$ cat config.mk
export PLATFORM = sky130hd
export DESIGN_NAME = alu_arbiter
export DESIGN_NICKNAME = d
export VERILOG_FILES = /design/src/rtl/alu_pkg.sv /design/src/rtl/alu_arbiter_rr_picker.sv /design/src/rtl/alu_arbiter.sv
export SDC_FILE = /design/constraint.sdc
export NUM_CORES = 1
export LEC_CHECK = 0
export BUFFER_PORTS_ARGS = -buffer_cell sky130_fd_sc_hd__buf_2
export CAP_MARGIN = 20
export CORE_AREA = 5 5 178 180
export DETAILED_ROUTE_END_ITERATION = 8
export DIE_AREA = 0 0 183 185
export PLACE_DENSITY = 0.55
export SYNTH_ARGS = -nofsm -noshare
export SYNTH_HDL_FRONTEND = slang
export SYNTH_SLANG_ARGS = --single-unit
export TNS_END_PERCENT = 1
$ cat constraint.sdc
create_clock -name clk -period 2 [get_ports clk]
set_input_delay 0.4 -clock clk [delete_from_list [all_inputs] [get_ports clk]]
set_output_delay 0.4 -clock clk [all_outputs]
set_load 0.02 [all_outputs]
$ cat src/rtl/alu_pkg.sv
// Shared ALU widths and the arbiter FSM state type, used by alu_arbiter and alu.
package alu_pkg;

    localparam int ALU_DATA_WIDTH   = 32;
    localparam int ALU_CTRL_WIDTH   = 5;
    localparam int ALU_STATUS_WIDTH = 4;
    localparam int ALU_SHAMT_WIDTH  = 5;

    typedef enum logic [1:0] {
        IDLE = 2'd0,
        EXEC = 2'd1,
        RESP = 2'd2
    } arb_state_t;

endpackage

$ cat src/rtl/alu_arbiter_rr_picker.sv
// Combinational round-robin picker: first set request at or above rr_ptr, wrapping.
module rr_picker #(
    parameter int NUM_REQ = 4,
    parameter int IDX_W   = 2
) (
    input  logic [NUM_REQ-1:0] req_valid,
    input  logic [IDX_W-1:0]   rr_ptr,
    output logic               grant_valid,
    output logic [IDX_W-1:0]   grant_idx
);

    logic [NUM_REQ-1:0] rotated;
    logic [IDX_W:0]     sum;

    // Rotate so that rr_ptr lands on bit 0; the lowest set bit then wins.
    always_comb begin
        rotated     = NUM_REQ'({req_valid, req_valid} >> rr_ptr);
        grant_valid = 1'b0;
        sum         = '0;
        for (int k = NUM_REQ - 1; k >= 0; k--) begin
            if (rotated[k]) begin
                grant_valid = 1'b1;
                sum         = {1'b0, rr_ptr} + (IDX_W+1)'(k);
            end
        end
        if (sum >= (IDX_W+1)'(NUM_REQ)) begin
            sum = sum - (IDX_W+1)'(NUM_REQ);
        end
        grant_idx = sum[IDX_W-1:0];
    end

endmodule

$ cat src/rtl/alu_arbiter.sv
// Round-robin arbiter sharing one ALU between NUM_REQ requesters.
// Optional feature macro ALU_ARB_OPCOUNT_EN adds a 32-bit completed-operation counter.
module alu_arbiter
    import alu_pkg::*;
#(
    parameter int DATA_WIDTH   = ALU_DATA_WIDTH,
    parameter int CTRL_WIDTH   = ALU_CTRL_WIDTH,
    parameter int STATUS_WIDTH = ALU_STATUS_WIDTH,
    parameter int SHAMT_WIDTH  = ALU_SHAMT_WIDTH,
    parameter int NUM_REQ      = 4,
    parameter int ALU_LATENCY  = 1
) (
    input  logic                            clk,
    input  logic                            rst,
    input  logic [NUM_REQ-1:0]              req_valid,
    output logic [NUM_REQ-1:0]              req_ready,
    input  logic [NUM_REQ*2*DATA_WIDTH-1:0] req_data,
    input  logic [NUM_REQ*CTRL_WIDTH-1:0]   req_ctrl,
    input  logic [NUM_REQ*SHAMT_WIDTH-1:0]  req_shamt,
    output logic [NUM_REQ-1:0]              rsp_valid,
    input  logic [NUM_REQ-1:0]              rsp_ready,
    output logic [DATA_WIDTH-1:0]           rsp_data,
    output logic [STATUS_WIDTH-1:0]         rsp_status,
    output logic [2*DATA_WIDTH-1:0]         alu_dataIn,
    output logic [CTRL_WIDTH-1:0]           alu_ctrl,
    output logic [SHAMT_WIDTH-1:0]          alu_shamt,
    input  logic [DATA_WIDTH-1:0]           alu_dataOut,
    input  logic [STATUS_WIDTH-1:0]         alu_status
`ifdef ALU_ARB_OPCOUNT_EN
    ,
    output logic [31:0]                     op_count
`endif
);

    localparam int IDX_W = (NUM_REQ > 1) ? $clog2(NUM_REQ) : 1;
    localparam int LAT_W = 4;

    if (NUM_REQ < 2 || NUM_REQ > 8) begin : g_bad_num_req
        $error("alu_arbiter: NUM_REQ must be in 2..8");
    end
    if (ALU_LATENCY < 1 || ALU_LATENCY > 8) begin : g_bad_latency
        $error("alu_arbiter: ALU_LATENCY must be in 1..8");
    end

    arb_state_t         state;
    arb_state_t         state_next;
    logic [IDX_W-1:0]   rr_ptr;
    logic [IDX_W-1:0]   owner;
    logic [LAT_W-1:0]   lat_cnt;
    logic               grant_valid;
    logic [IDX_W-1:0]   grant_idx;
    logic               handshake;

    logic [2*DATA_WIDTH-1:0] data_arr  [NUM_REQ];
    logic [CTRL_WIDTH-1:0]   ctrl_arr  [NUM_REQ];
    logic [SHAMT_WIDTH-1:0]  shamt_arr [NUM_REQ];

    always_comb begin
        for (int i = 0; i < NUM_REQ; i++) begin
            data_arr[i]  = req_data[i*2*DATA_WIDTH +: 2*DATA_WIDTH];
            ctrl_arr[i]  = req_ctrl[i*CTRL_WIDTH +: CTRL_WIDTH];
            shamt_arr[i] = req_shamt[i*SHAMT_WIDTH +: SHAMT_WIDTH];
        end
    end

    rr_picker #(
        .NUM_REQ (NUM_REQ),
        .IDX_W   (IDX_W)
    ) u_rr_picker (
        .req_valid   (req_valid),
        .rr_ptr      (rr_ptr),
        .grant_valid (grant_valid),
        .grant_idx   (grant_idx)
    );

    always_ff @(posedge clk or negedge rst) begin
        if (!rst) begin
            state <= IDLE;
        end else begin
            state <= state_next;
        end
    end

    // req_ready is gated by rst so a pending request cannot see an accept while reset is held.
    always_comb begin
        state_next = state;
        req_ready  = '0;
        rsp_valid  = '0;
        handshake  = 1'b0;
        case (state)
            IDLE: begin
                if (grant_valid && rst) begin
                    req_ready[grant_idx] = 1'b1;
                    state_next           = EXEC;
                end
            end
            EXEC: begin
                if (lat_cnt == '0) begin
                    state_next = RESP;
                end
            end
            RESP: begin
                rsp_valid[owner] = 1'b1;
                if (rsp_ready[owner]) begin
                    handshake  = 1'b1;
                    state_next = IDLE;
                end
            end
            default: state_next = IDLE;
        endcase
    end

    always_ff @(posedge clk or negedge rst) begin
        if (!rst) begin
            rr_ptr     <= '0;
            owner      <= '0;
            lat_cnt    <= '0;
            alu_dataIn <= '0;
            alu_ctrl   <= '0;
            alu_shamt  <= '0;
            rsp_data   <= '0;
            rsp_status <= '0;
        end else begin
            if (state == IDLE && grant_valid) begin
                owner      <= grant_idx;
                rr_ptr     <= (grant_idx == IDX_W'(NUM_REQ - 1)) ? '0 : grant_idx + 1'b1;
                lat_cnt    <= LAT_W'(ALU_LATENCY - 1);
                alu_dataIn <= data_arr[grant_idx];
                alu_ctrl   <= ctrl_arr[grant_idx];
                alu_shamt  <= shamt_arr[grant_idx];
            end else if (state == EXEC) begin
                if (lat_cnt == '0) begin
                    rsp_data   <= alu_dataOut;
                    rsp_status <= alu_status;
                end else begin
                    lat_cnt <= lat_cnt - 1'b1;
                end
            end
        end
    end

`ifdef ALU_ARB_OPCOUNT_EN
    always_ff @(posedge clk or negedge rst) begin
        if (!rst) begin
            op_count <= '0;
        end else if (handshake) begin
            op_count <= op_count + 32'd1;
        end
    end
`endif

endmodule

# == Word-level counts from Yosys, hierarchy flattened ==
# Index checks and enable logic that the tools add are counted.
# totals
ff_bits,120
in_bits,342
out_inout_bits,118
wordCells,76
# op_classes
addsub,6
n_lt_le_gt_ge,6
eq_ne,7
n_shift,1
muxes,35
bitwise,2
n_reduce_logical,10
# op_table
op,count
64-bit binary-select mux with 2-bit select,1
64-bit 2-to-1 mux,2
4-bit 2-to-1 mux,6
5-bit binary-select mux with 2-bit select,2
5-bit 2-to-1 mux,4
3-bit 2-to-1 mux,4
2-bit 2-to-1 mux,5
8-bit by 2-bit >> shifter with 4-bit output,1
1-bit 2-to-1 mux,7
2-bit by 2-bit adder with 3-bit output (second input constant),2
3-bit greater-or-equal comparator (second input constant),2
2-bit by 3-bit less-than comparator with 1-bit output (second input constant),2
2-bit inequality test (second input constant),3
2-bit one-hot mux with 3 select lines,1
3-bit AND reduction,2
1-bit demux with 2-bit select,2
2-bit equality test (second input constant),2
2-bit by 1-bit greater-or-equal comparator with 1-bit output (second input constant),2
1-bit logical AND,4
4-bit logical NOT,1
4-bit by 1-bit subtractor with 4-bit output (second input constant),1
2-bit by 1-bit adder with 3-bit output (second input constant),1
2-bit inverter with 3-bit output,1
2-bit by 1-bit adder with 2-bit output (second input constant),1
8 further kinds,8

# == Logic depth before layout (Yosys ltp) ==
# Gate-level depths: netlist of run 1.
# depth
ltp_word,13
depth_mapped,8

# == Hierarchy ==
# Synthesis of run 1 repeated with hierarchy kept, for this count alone.
# hier_totals
cells_unflattened,567
hier_area_um2,6598.8
# by_module_without_submodules
mod,instances,cells_each,area_per_inst_um2
alu_arbiter,1,552,6521.3
rr_picker,1,15,77.6

# == Worst setup path before layout of run 1 ==
# Ideal clock, no wire load.
# synth_timing
kind,flip-flop to output port
from,register rr_ptr[1]
to,output req_ready[2]
arrival_time_ns,1.960
t_required_ns,1.600
slack_ns,-0.360
path_stages_with_launch,7
path_buffers,2
path_cell_list,dfrtp_1 mux2_2 o221ai_4 inv_2 buf_2 buf_2 nor3b_1
# synth_via
elab_chain_cells,13
word_cells_on_any_way,23
classes_between,add/sub (4); order compare (3); shift (1); mux (13); reduce/logical (2)
# synth_rtl
item,line_no,text
"start, declared",alu_arbiter.sv:47,logic [IDX_W-1:0] rr_ptr;
"start signal, assigned",alu_arbiter.sv:126,rr_ptr <= (grant_idx == IDX_W'(NUM_REQ - 1)) ? '0 : grant_idx + 1'b1;
2-bit by 2-bit adder with 3-bit output or 8-bit by 2-bit >> shifter with 4-bit output (tied branches),"alu_arbiter_rr_picker.sv:23, alu_arbiter_rr_picker.sv:17",
3-bit 2-to-1 mux (4 in a row),alu_arbiter_rr_picker.sv:21,if (rotated[k]) begin
3-bit greater-or-equal comparator or 2-bit by 1-bit subtractor with 2-bit output (tied branches),"alu_arbiter_rr_picker.sv:26, alu_arbiter_rr_picker.sv:27",
2-bit 2-to-1 mux,alu_arbiter_rr_picker.sv:26,if (sum >= (IDX_W+1)'(NUM_REQ)) begin
2-bit by 3-bit less-than comparator with 1-bit output (implied by the code) or 2-bit by 1-bit greater-or-equal comparator with 1-bit output (tied branches),alu_arbiter.sv:93,req_ready[grant_idx] = 1'b1;
1-bit logical AND (implied by the code),alu_arbiter.sv:93,
1-bit 2-to-1 mux (implied by the code),alu_arbiter.sv:93,
1-bit demux with 2-bit select,alu_arbiter.sv:93,
4-bit 2-to-1 mux (*),alu_arbiter.sv:92,if (grant_valid && rst) begin
4-bit 2-to-1 mux (*),alu_arbiter.sv:90,case (state)
"end, declared",alu_arbiter.sv:16,"output logic [NUM_REQ-1:0] req_ready,"
# Every way passes the cells marked *; elsewhere a longest branch is shown, timed or not.

# == Worst setup path after layout of run 1 ==
# layout_timing
from,register rr_ptr[1]
to,output req_ready[3]
# The elaborated chain is that of the path after synthesis.

==> flow_metrics.py, run 1 <==
metrics = {
    "status": {
        "status": "complete, but fails checks",
        "violations": "setup timing",
    },
    "clock_network": {
        "root_buffer": "clkbuf_16",
        "cts_buffers": 17,
        "clock_latency_ns": 0.42,
        "cts_tree": "built",
        "cts.sinks": 120,
        "clock_path_buffers": 2,
        "htreeDepth": 4,
        "clkTransAtPathRegs_ns": 0.07,
    },
    "route": {
        "drt_iter0_drc": 335,
        "viasPerCell": 4.529,
        "drt-total-wl_um": 28070,
        "drc_errors": 0,
        "first_pass_iters": 5,
        "routedWlPerCell_um": 16.84,
        "ant_nets": 0,
        "num_vias": 7550,
    },
    "synth": {
        "synth_top_area_share": 0.4564,
        "synth_seq_area_share": 0.4564,
        "synth_ff_type": "dfrtp_1",
        "yosysTopAreaCell": "dfrtp_1",
        "netlist_top_cells_count": "nand2_1 (306), a21oi_1 (150), dfrtp_1 (120)",
        "ys_types": 33,
        "synthArstFlopShare": 1.000,
        "syn_inst": 797,
        "avgSynthCellArea_um2": 8.256,
        "ys_warn_count": 0,
        "syn-num-nets": 1142,
        "synth_edf_count": 0,
        "synth_most_common_cell": "nand2_1",
        "syn_area_mm2": 0.006580,
        "ys_ff_latch": 120,
        "synth_top_cells_by_area": "dfrtp_1 (46%), nand2_1 (17%), a21oi_1 (11%)",
    },
    "sta": {
        "fin_worst_skew_ns": 0.01024,
        "fin_ws_ns": -0.3323,
        "hold_slack_ns": 0.05076,
        "slew_violations": 0,
        "grt_setup_unrepaired": "yes",
        "setup_tns_ns": -5.961,
        "fin_crit_sh": 1.166,
        "hold_viol": 0,
        "fmax_mhz": 428.8,
        "slew_headroom": 0.5065,
        "min_period_ns": 2.332,
        "setup_violations": 62,
        "tightest_slew_ns": 0.7403,
    },
    "global_routing": {
        "grt_pass1_vias": 7569,
        "grt_antenna_before_repair": 1,
        "globalRoute.totalOverflow": 0,
        "grt_max_degree": 70,
        "grt_pass1_wl_um": 41480,
        "groute.usage.overall": 0.1557,
    },
    "layout": {
        "layout.nets": 1603,
        "synthToLayoutAreaGrowth_pct": 57.05,
        "nFillCells": 3159,
        "layout-drive-gt1-share": 0.4642,
        "fin_util": 0.3441,
        "antennaDiodeCount": 0,
    },
    "critical_path": {
        "crit_chain": "mux2_4 > o221ai_4 > inv_4 > ha_4 > and3_4 > buf_6",
        "cp.depth": 6,
        "critPathKind": "reg -> out",
        "end_kind": "output pin",
        "path_max_fanout": 5,
        "cp.arrival_ns": 1.93,
        "startpoint_type": "flip-flop",
        "critPathRequiredTime_ns": 1.60,
        "critPathTopFamily": "flip-flops",
        "startpoint": "rr_ptr[1]",
        "worstReg2RegStart": "rr_ptr[1]",
        "critPathBufInv": 2,
        "r2r_cells": 9,
        "r2r_end": "alu_dataIn[60]",
        "critPathSlowestCell": "dfrtp_1",
        "max_stage_delay_ns": 0.42,
        "endpoint": "req_ready[3]",
        "r2r_setup_slack_ns": -0.15,
    },
    "run": {
        "maxCapViolCount": 0,
    },
    "power_and_ir_drop": {
        "power_w": 0.01666,
        "leakagePower_nw": 5.680,
        "p_per_area_mw_per_mm2": 1612,
        "irDropWorstVdd_uv": 830.2,
    },
    "floorplanning": {
        "rows": 64,
        "fp.dieW_um": 183,
        "ios": 460,
        "initial_core_util": 0.2191,
        "die_h_um": 185,
        "die_area_mm2": 0.03386,
        "core_mm2": 0.03003,
    },
    "place": {
        "dpl.hpwl_um": 21470,
        "numPortBuffers": 459,
        "pre_cts_ws_ns": -0.1703,
        "place_congestion": 0.9434,
    },
    "worst_hold_path": {
        "min_path_type": "in -> async",
    },
}
[power by group]
group          total [W]  switching (W)  internal (W)
Sequential       0.00434       0.000686       0.00365
Clock            0.00324        0.00135       0.00189
Combinational    0.00907        0.00530       0.00377
Total             0.0167        0.00734       0.00931
[cells by family after synthesis]
kind of cell | synth area share
fa+ha+maj | 0.005705
flops | 0.4564
xor+xnor | 0.003994
mux | 0.06674
compound gates | 0.2234
simple gates | 0.2006
buf+inv | 0.04316
[worst reg2reg max path: cells and delay by family, from the launching register on]
family / cells / cell delay (ns)
compound gates: 3 / 0.58
mux: 1 / 0.33
buf+inv: 4 / 0.64
flops: 1 / 0.42
simple gates: 1 / 0.08
[worst min path at each step]
stage                     startpoint          end  cells after the start
after global placement           rst    rr_ptr[1]                      1
final                            rst     owner[0]                      2
after floorplan                  rst  alu_ctrl[0]                      0
after detailed placement         rst    rr_ptr[1]                      1
after CTS                        rst     owner[0]                      2
after global routing             rst     owner[0]                      2
[metrics by stage]
step	instance area, um^2	instances
6_report	10330	1667
5_1_grt	10330	1667
4_1_cts	10330	1667
3_5_place_dp	9624	1632
3_3_place_gp	9624	1632
2_1_floorplan	6640	797
[what timing repair did]
item	in CTS	in global routing
pin swaps	4	0
hold endpoints to repair	1	0
hold buffers	1	0
endpoints found under the setup margin	45	78
buffers inserted	2	0
gates resized for setup	24	0
[layout make-up]
cell class	count	area (um^2)	share of cell area
multi-input cells	610	3379	0.3270
repair buffers	503	2828	0.2736
well taps	396	495.5	0.04795
inverters	6	25.02	0.002422
flip-flops and latches	120	3003	0.2906
clock inverters	15	177.7	0.01719
clock buffers	17	425.4	0.04117
[registers in the layout (all words and copies together) (netlist names)]
| signal | cells |
|---|---|
| owner | 2 |
| lat_cnt | 4 |
| rr_ptr | 2 |
| rsp_data | 32 |
| rsp_status | 4 |
| alu_dataIn | 64 |
| state | 2 |
| alu_ctrl | 5 |
| alu_shamt | 5 |
[per-layer routing]
metal	track usage	part of all wire
met2	0.2594	0.48
met5	0	0.00046
met3	0.05106	0.090
met4	0.05930	0.025
met1	0.1878	0.40
[cell usage in the layout, fill, tap and decap left out, types with 4 or more instances in the layout]
master	n
a21oi_1	147
nand2_1	302
clkbuf_16	17
buf_4	28
buf_12	11
dfrtp_1	120
inv_1	5
buf_6	6
inv_6	7
buf_2	455
a211o_1	74
mux2_2	36
nand2_2	4
nor2_1	8
No activity file was read; power rests on OpenSTA's default activity.
==> inputs of run 2 (changes only) <==
PLACE_DENSITY = unset   (was 0.55)
==> run 2 against run 1 <==
  * Die area unchanged
  * Clock power is 3% lower
  * Setup slack got worse by 0.020 ns
  * Worst hold slack improved by 0.019 ns
  * Fmax down 0.83%
  * Clock skew increased by 0.00099 ns
  * The run still ends with setup timing left
==> flow_metrics.py, run 2 (synthesis gave the netlist of run 1 again) <==
metrics = {
    "status": {
        "status": "complete, but fails checks",
        "violations": "setup timing",
    },
    "power_and_ir_drop": {
        "irDropWorstVdd_uv": 837.6,
        "p_per_area_mw_per_mm2": 1609,
        "power_w": 0.01690,
        "leakagePower_nw": 5.784,
    },
    "layout": {
        "antennaDiodeCount": 0,
        "layout_commonest_cell": "buf_2",
        "layout-drive-gt1-share": 0.4771,
        "fin_util": 0.3499,
        "largest_reg_flops": 64,
        "synthToLayoutAreaGrowth_pct": 59.67,
        "reg_top3": "alu_dataIn (64), rsp_data (32)",
        "layout.nets": 1621,
        "nFillCells": 3148,
        "most-common-layout-cells": "buf_2 (455), nand2_1 (300), a21oi_1 (146), dfrtp_1 (119), a211o_1 (74)",
        "top_register": "alu_dataIn",
    },
    "critical_path": {
        "worstReg2RegStart": "rr_ptr[1]",
        "r2r_end": "alu_dataIn[58]",
        "path_max_fanout": 6,
        "r2r_setup_slack_ns": -0.09,
        "cp.arrival_ns": 1.95,
        "critPathRequiredTime_ns": 1.60,
        "startpoint_type": "flip-flop",
        "startpoint": "rr_ptr[1]",
        "critPathKind": "reg -> out",
        "end_kind": "output pin",
        "r2r_cells": 8,
    },
    "clock_network": {
        "cts_tree": "built",
        "ctsHoldBuffers": 0,
        "clock_path_buffers": 2,
        "clkTransAtPathRegs_ns": 0.07,
        "htreeDepth": 4,
        "cts.sinks": 120,
        "root_buffer": "clkbuf_16",
        "cts_buffers": 17,
        "clock_latency_ns": 0.43,
    },
    "sta": {
        "setup_violations": 59,
        "grt_setup_unrepaired": "yes",
        "hold_viol": 0,
        "setup_tns_ns": -3.465,
        "fin_worst_skew_ns": 0.01123,
        "slew_violations": 0,
        "fin_ws_ns": -0.3519,
        "slew_headroom": 0.6323,
        "tightest_slew_ns": 0.5516,
        "fin_crit_sh": 1.176,
        "fmax_mhz": 425.2,
        "min_period_ns": 2.352,
    },
    "route": {
        "first_pass_iters": 5,
        "num_vias": 7690,
        "drt-total-wl_um": 27870,
        "routedWlPerCell_um": 16.54,
        "drc_errors": 0,
        "viasPerCell": 4.564,
        "drt_iter0_drc": 259,
        "ant_nets": 0,
    },
    "place": {
        "place_congestion": 0.9243,
        "dpl.hpwl_um": 21820,
        "numPortBuffers": 459,
    },
    "global_routing": {
        "grt_max_degree": 98,
        "grt_antenna_before_repair": 1,
        "globalRoute.totalOverflow": 0,
        "grt_pass1_vias": 7871,
        "grt_pass1_wl_um": 42000,
        "groute.usage.overall": 0.1567,
    },
    "floorplanning": {
        "rows": 64,
        "initial_core_util": 0.2191,
        "die_area_mm2": 0.03386,
        "core_mm2": 0.03003,
        "die_h_um": 185,
        "ios": 460,
        "fp.dieW_um": 183,
    },
    "worst_hold_path": {
        "min_path_type": "in -> async",
    },
    "run": {
        "maxCapViolCount": 0,
    },
}
==> run 2: cell types whose count changed in the layout (fill, tap and decap cells not counted), moves of 2 or more <==
cell,previous run,this run
bufinv_16,2,0
nand2_1,302,300
buf_6,6,10
buf_4,28,42
clkinv_8,0,3
buf_12,11,14
inv_8,3,8
nand2_2,4,6
clkinvlp_4,3,0
inv_6,7,4
==> run 2: how the worst max path moves through the flow <==
stage                                end  slack [ns]  cells past startpoint
final                       req_ready[2]       -0.35                      6
after global routing        req_ready[2]       -0.51                      6
after CTS                   req_ready[2]       -0.41                      6
after detailed placement    alu_shamt[0]       -0.22                      9
after global placement    alu_dataIn[21]       -0.22                      9
after floorplan             req_ready[3]       -0.08                      7
==> run 2: repair_timing <==
action | CTS | global route
pin swaps | 8 | 5
endpoints found under the setup margin | 22 | 78
gates resized for setup | 22 | 6
setup buffers | 2 | 0
==> run 2: stage by stage <==
stage	hold slack, ns	instances	setup slack [ns]	cell area [um^2]
after CTS	0.07313	1685	-0.4123	10490
after global placement	0.4637	1651	-0.2237	9804
final	0.06992	1685	-0.3519	10510
after global routing	0.08543	1685	-0.5073	10510
after detailed placement	0.4710	1651	-0.2220	9804
after floorplan	0.1044	797	-0.08446	6640
==> run 2: routing by layer <==
metal | vias to the layer above | wire length (um) | GRT usage
met5 | - | 7 | 0
met4 | 2 | 818 | 0.06377
met3 | 46 | 2741 | 0.05577
met2 | 367 | 13510 | 0.2609
met1 | 3587 | 10800 | 0.1847
li1 | 3688 | - | -
==> run 2: layout make-up <==
cell class                 instances  area (um^2)  area share
clock buffer                      17        425.4     0.04049
clock inverter                    15        173.9     0.01655
tap                              396        495.5     0.04716
multi-input combinational        610         3397      0.3233
inverter                           6        25.02    0.002382
sequential                       120         3004      0.2859
timing repair buffer             521         2985      0.2841
==> run 2: critical path: stages (launching register included) <==
cell	delay [ns]
dfrtp_2	0.45
mux2_4	0.32
o221ai_4	0.22
inv_4	0.09
buf_6	0.13
nor3b_4	0.18
buf_6	0.14
==> run 2: where the power goes <==
group	switching, W	total, W	internal (W)
registers	0.000700	0.00435	0.00365
logic	0.00538	0.00941	0.00402
clock network	0.00144	0.00314	0.00170
total	0.00753	0.0169	0.00938
==> inputs of run 3 (changes only) <==
==> constraint.sdc (replaced) <==
create_clock -name clk -period 2 [get_ports clk]
set_input_delay 0.2 -clock clk [delete_from_list [all_inputs] [get_ports clk]]
set_output_delay 0.2 -clock clk [all_outputs]
set_load 0.02 [all_outputs]
==> run 3 against run 2 <==
  * The flow still finishes with violations (setup timing)
  * Fmax rose by 8.2%
  * Total power fell by 1.8%
  * Utilization is 0.29 points higher
  * Setup slack improved by 0.18 ns
  * Worst hold slack got worse by 0.038 ns
  * Final cell count about the same
  * Clock skew is 0.0012 ns higher
  * Combinational power fell by 3.4%
  * Routed wire length increased by 3.6%
  * Largest power group unchanged
==> flow_metrics.py, run 3 (synthesis gave the netlist of run 1 again) <==
metrics = {
    "status": {
        "violations": "setup timing",
        "status": "complete, but fails checks",
    },
    "worst_hold_path": {
        "hold_path_depth": 2,
        "min_path_type": "in -> reg",
    },
    "sta": {
        "hold_slack_ns": 0.03181,
        "fin_worst_skew_ns": 0.01247,
        "min_period_ns": 2.174,
        "slew_headroom": 0.6179,
        "slew_violations": 0,
        "setup_violations": 75,
        "tightest_slew_ns": 0.5731,
        "grt_setup_unrepaired": "yes",
        "fin_crit_sh": 1.087,
        "fin_ws_ns": -0.1742,
        "hold_viol": 0,
        "fmax_mhz": 459.9,
    },
    "floorplanning": {
        "die_h_um": 185,
        "ios": 460,
        "core_mm2": 0.03003,
        "initial_core_util": 0.2191,
        "rows": 64,
        "die_area_mm2": 0.03386,
        "fp.dieW_um": 183,
    },
    "clock_network": {
        "clock_latency_ns": 0.42,
        "root_buffer": "clkbuf_16",
        "cts_tree": "built",
        "htreeDepth": 4,
        "clock_path_buffers": 2,
        "cts.sinks": 120,
        "clkTransAtPathRegs_ns": 0.06,
        "cts_buffers": 17,
    },
    "route": {
        "first_pass_iters": 5,
        "routedWlPerCell_um": 17.13,
        "num_vias": 7824,
        "viasPerCell": 4.641,
        "drt-total-wl_um": 28880,
        "ant_nets": 0,
        "drc_errors": 0,
        "drt_iter0_drc": 306,
    },
    "critical_path": {
        "crit_chain": "buf_4 > nand2_1 > a221o_1 > and2_4 > ha_4 > and3_4 > buf_6",
        "path_max_fanout": 4,
        "cp.arrival_ns": 1.97,
        "end_kind": "output pin",
        "critPathKind": "reg -> out",
        "startpoint_type": "flip-flop",
        "max_stage_delay_ns": 0.41,
        "critPathRequiredTime_ns": 1.80,
        "r2r_cells": 9,
        "critPathSlowestCell": "dfrtp_1",
    },
    "place": {
        "dp_cells": 1614,
        "dpl.hpwl_um": 21020,
        "pre_cts_ws_ns": -0.02492,
        "numPortBuffers": 459,
        "place_congestion": 0.9159,
    },
    "power_and_ir_drop": {
        "p_sw_frac": 0.4418,
        "seqPwrFrac": 0.262,
        "clock_power_share": 0.190,
        "leakagePower_nw": 5.773,
        "p_per_area_mw_per_mm2": 1567,
        "p_int_w": 0.009262,
        "irDropWorstVdd_uv": 940.4,
        "combPwrFrac": 0.548,
        "power.switching_w": 0.007332,
    },
    "global_routing": {
        "grt_max_degree": 98,
        "groute.usage.overall": 0.1554,
        "globalRoute.totalOverflow": 0,
        "grt_pass1_wl_um": 42020,
        "grt_antenna_before_repair": 2,
        "grt_pass1_vias": 7768,
    },
    "layout": {
        "synthToLayoutAreaGrowth_pct": 60.98,
        "top_register": "alu_dataIn",
        "most-common-layout-cells": "buf_2 (454), nand2_1 (296), a21oi_1 (150), dfrtp_1 (120), a211o_1 (74)",
        "layout.nets": 1622,
        "layout_commonest_cell": "buf_2",
        "nFillCells": 3120,
        "layout-drive-gt1-share": 0.4512,
        "largest_reg_flops": 64,
        "reg_top3": "alu_dataIn (64), rsp_data (32)",
        "final_cells": 1686,
        "antennaDiodeCount": 0,
    },
    "run": {
        "maxCapViolCount": 0,
    },
}
==> run 3: cell count changes in the layout (fill, tap and decap cells not counted), moves of 4 or more <==
cell	previous run	this run
dlygate4sd3_1	0	33
buf_4	42	16
inv_8	8	1
buf_6	10	4
a21oi_1	146	150
a21oi_2	4	0
buf_12	14	10
nand2_1	300	296
nand2_2	6	10
==> run 3: stage by stage <==
stage	power, W	TNS, ns	utilization	area [um^2]
after floorplan	0.009869	-0.1206	-	6585
after global placement	0.01297	0	0.3147	9450
after detailed placement	0.01310	-0.02492	0.3147	9450
after CTS	0.01651	-6.666	0.3478	10450
after global routing	0.01777	-11.99	0.3528	10590
final	0.01659	-4.308	0.3528	10590
==> run 3: final cells by class <==
cell class                      instances  area, um^2  area share
Clock buffer                           17       425.4     0.04016
Clock inverter                         15       166.4     0.01571
Inverter                                6       25.02    0.002362
Multi-Input combinational cell        610        3379      0.3190
Sequential cell                       120        3003      0.2835
Tap cell                              396       495.5     0.04678
Timing Repair Buffer                  522        3098      0.2925
==> run 3: what timing repair did <==
item,4_1_cts,5_1_grt
hold buffers,32,1
resized for setup,13,18
hold endpoints to repair,151,1
cloned,0,3
pin swaps,2,4
setup buffers,4,0
setup endpoints to repair,7,78
==> run 3: final timing paths <==
kind	slack, ns	end	from
worst max-delay path	-0.17	req_ready[3]	rr_ptr[1]
min in group asynchronous	0.43	alu_dataIn[20]	rst
worst max register to register	-0.12	alu_dataIn[21]	rr_ptr[1]
worst min register to register	0.48	alu_dataIn[36]	alu_dataIn[36]
worst min-delay path	0.03	rsp_data[22]	alu_dataOut[22]
max in group asynchronous	1.08	alu_dataIn[62]	rst
==> run 3: power by group through the flow <==
stage | Clock, W | Sequential [W] | Combinational [W]
6_report | 0.00316 | 0.00435 | 0.00909
4_1_cts | 0.00327 | 0.00434 | 0.00890
2_1_floorplan | 0 | 0.00563 | 0.00424
3_3_place_gp | 0 | 0.00433 | 0.00864
5_1_grt | 0.00339 | 0.00450 | 0.00988
3_5_place_dp | 0 | 0.00436 | 0.00874
==> run 3: critical path, delay by kind of cell (launching register included) <==
kind,cells,cell delay (ns)
DFF,1,0.41
and+or+nand+nor,3,0.38
AOI/OAI and AO/OA,1,0.36
buffers and inverters,2,0.27
adders and majority gates,1,0.15
==> run 3: per-layer routing <==
metal	wire, um	track usage	up-vias
met5	21	0	-
met4	937	0.06317	4
met3	2684	0.05165	47
met2	14360	0.2696	394
met1	10880	0.1765	3691
li1	-	-	3688
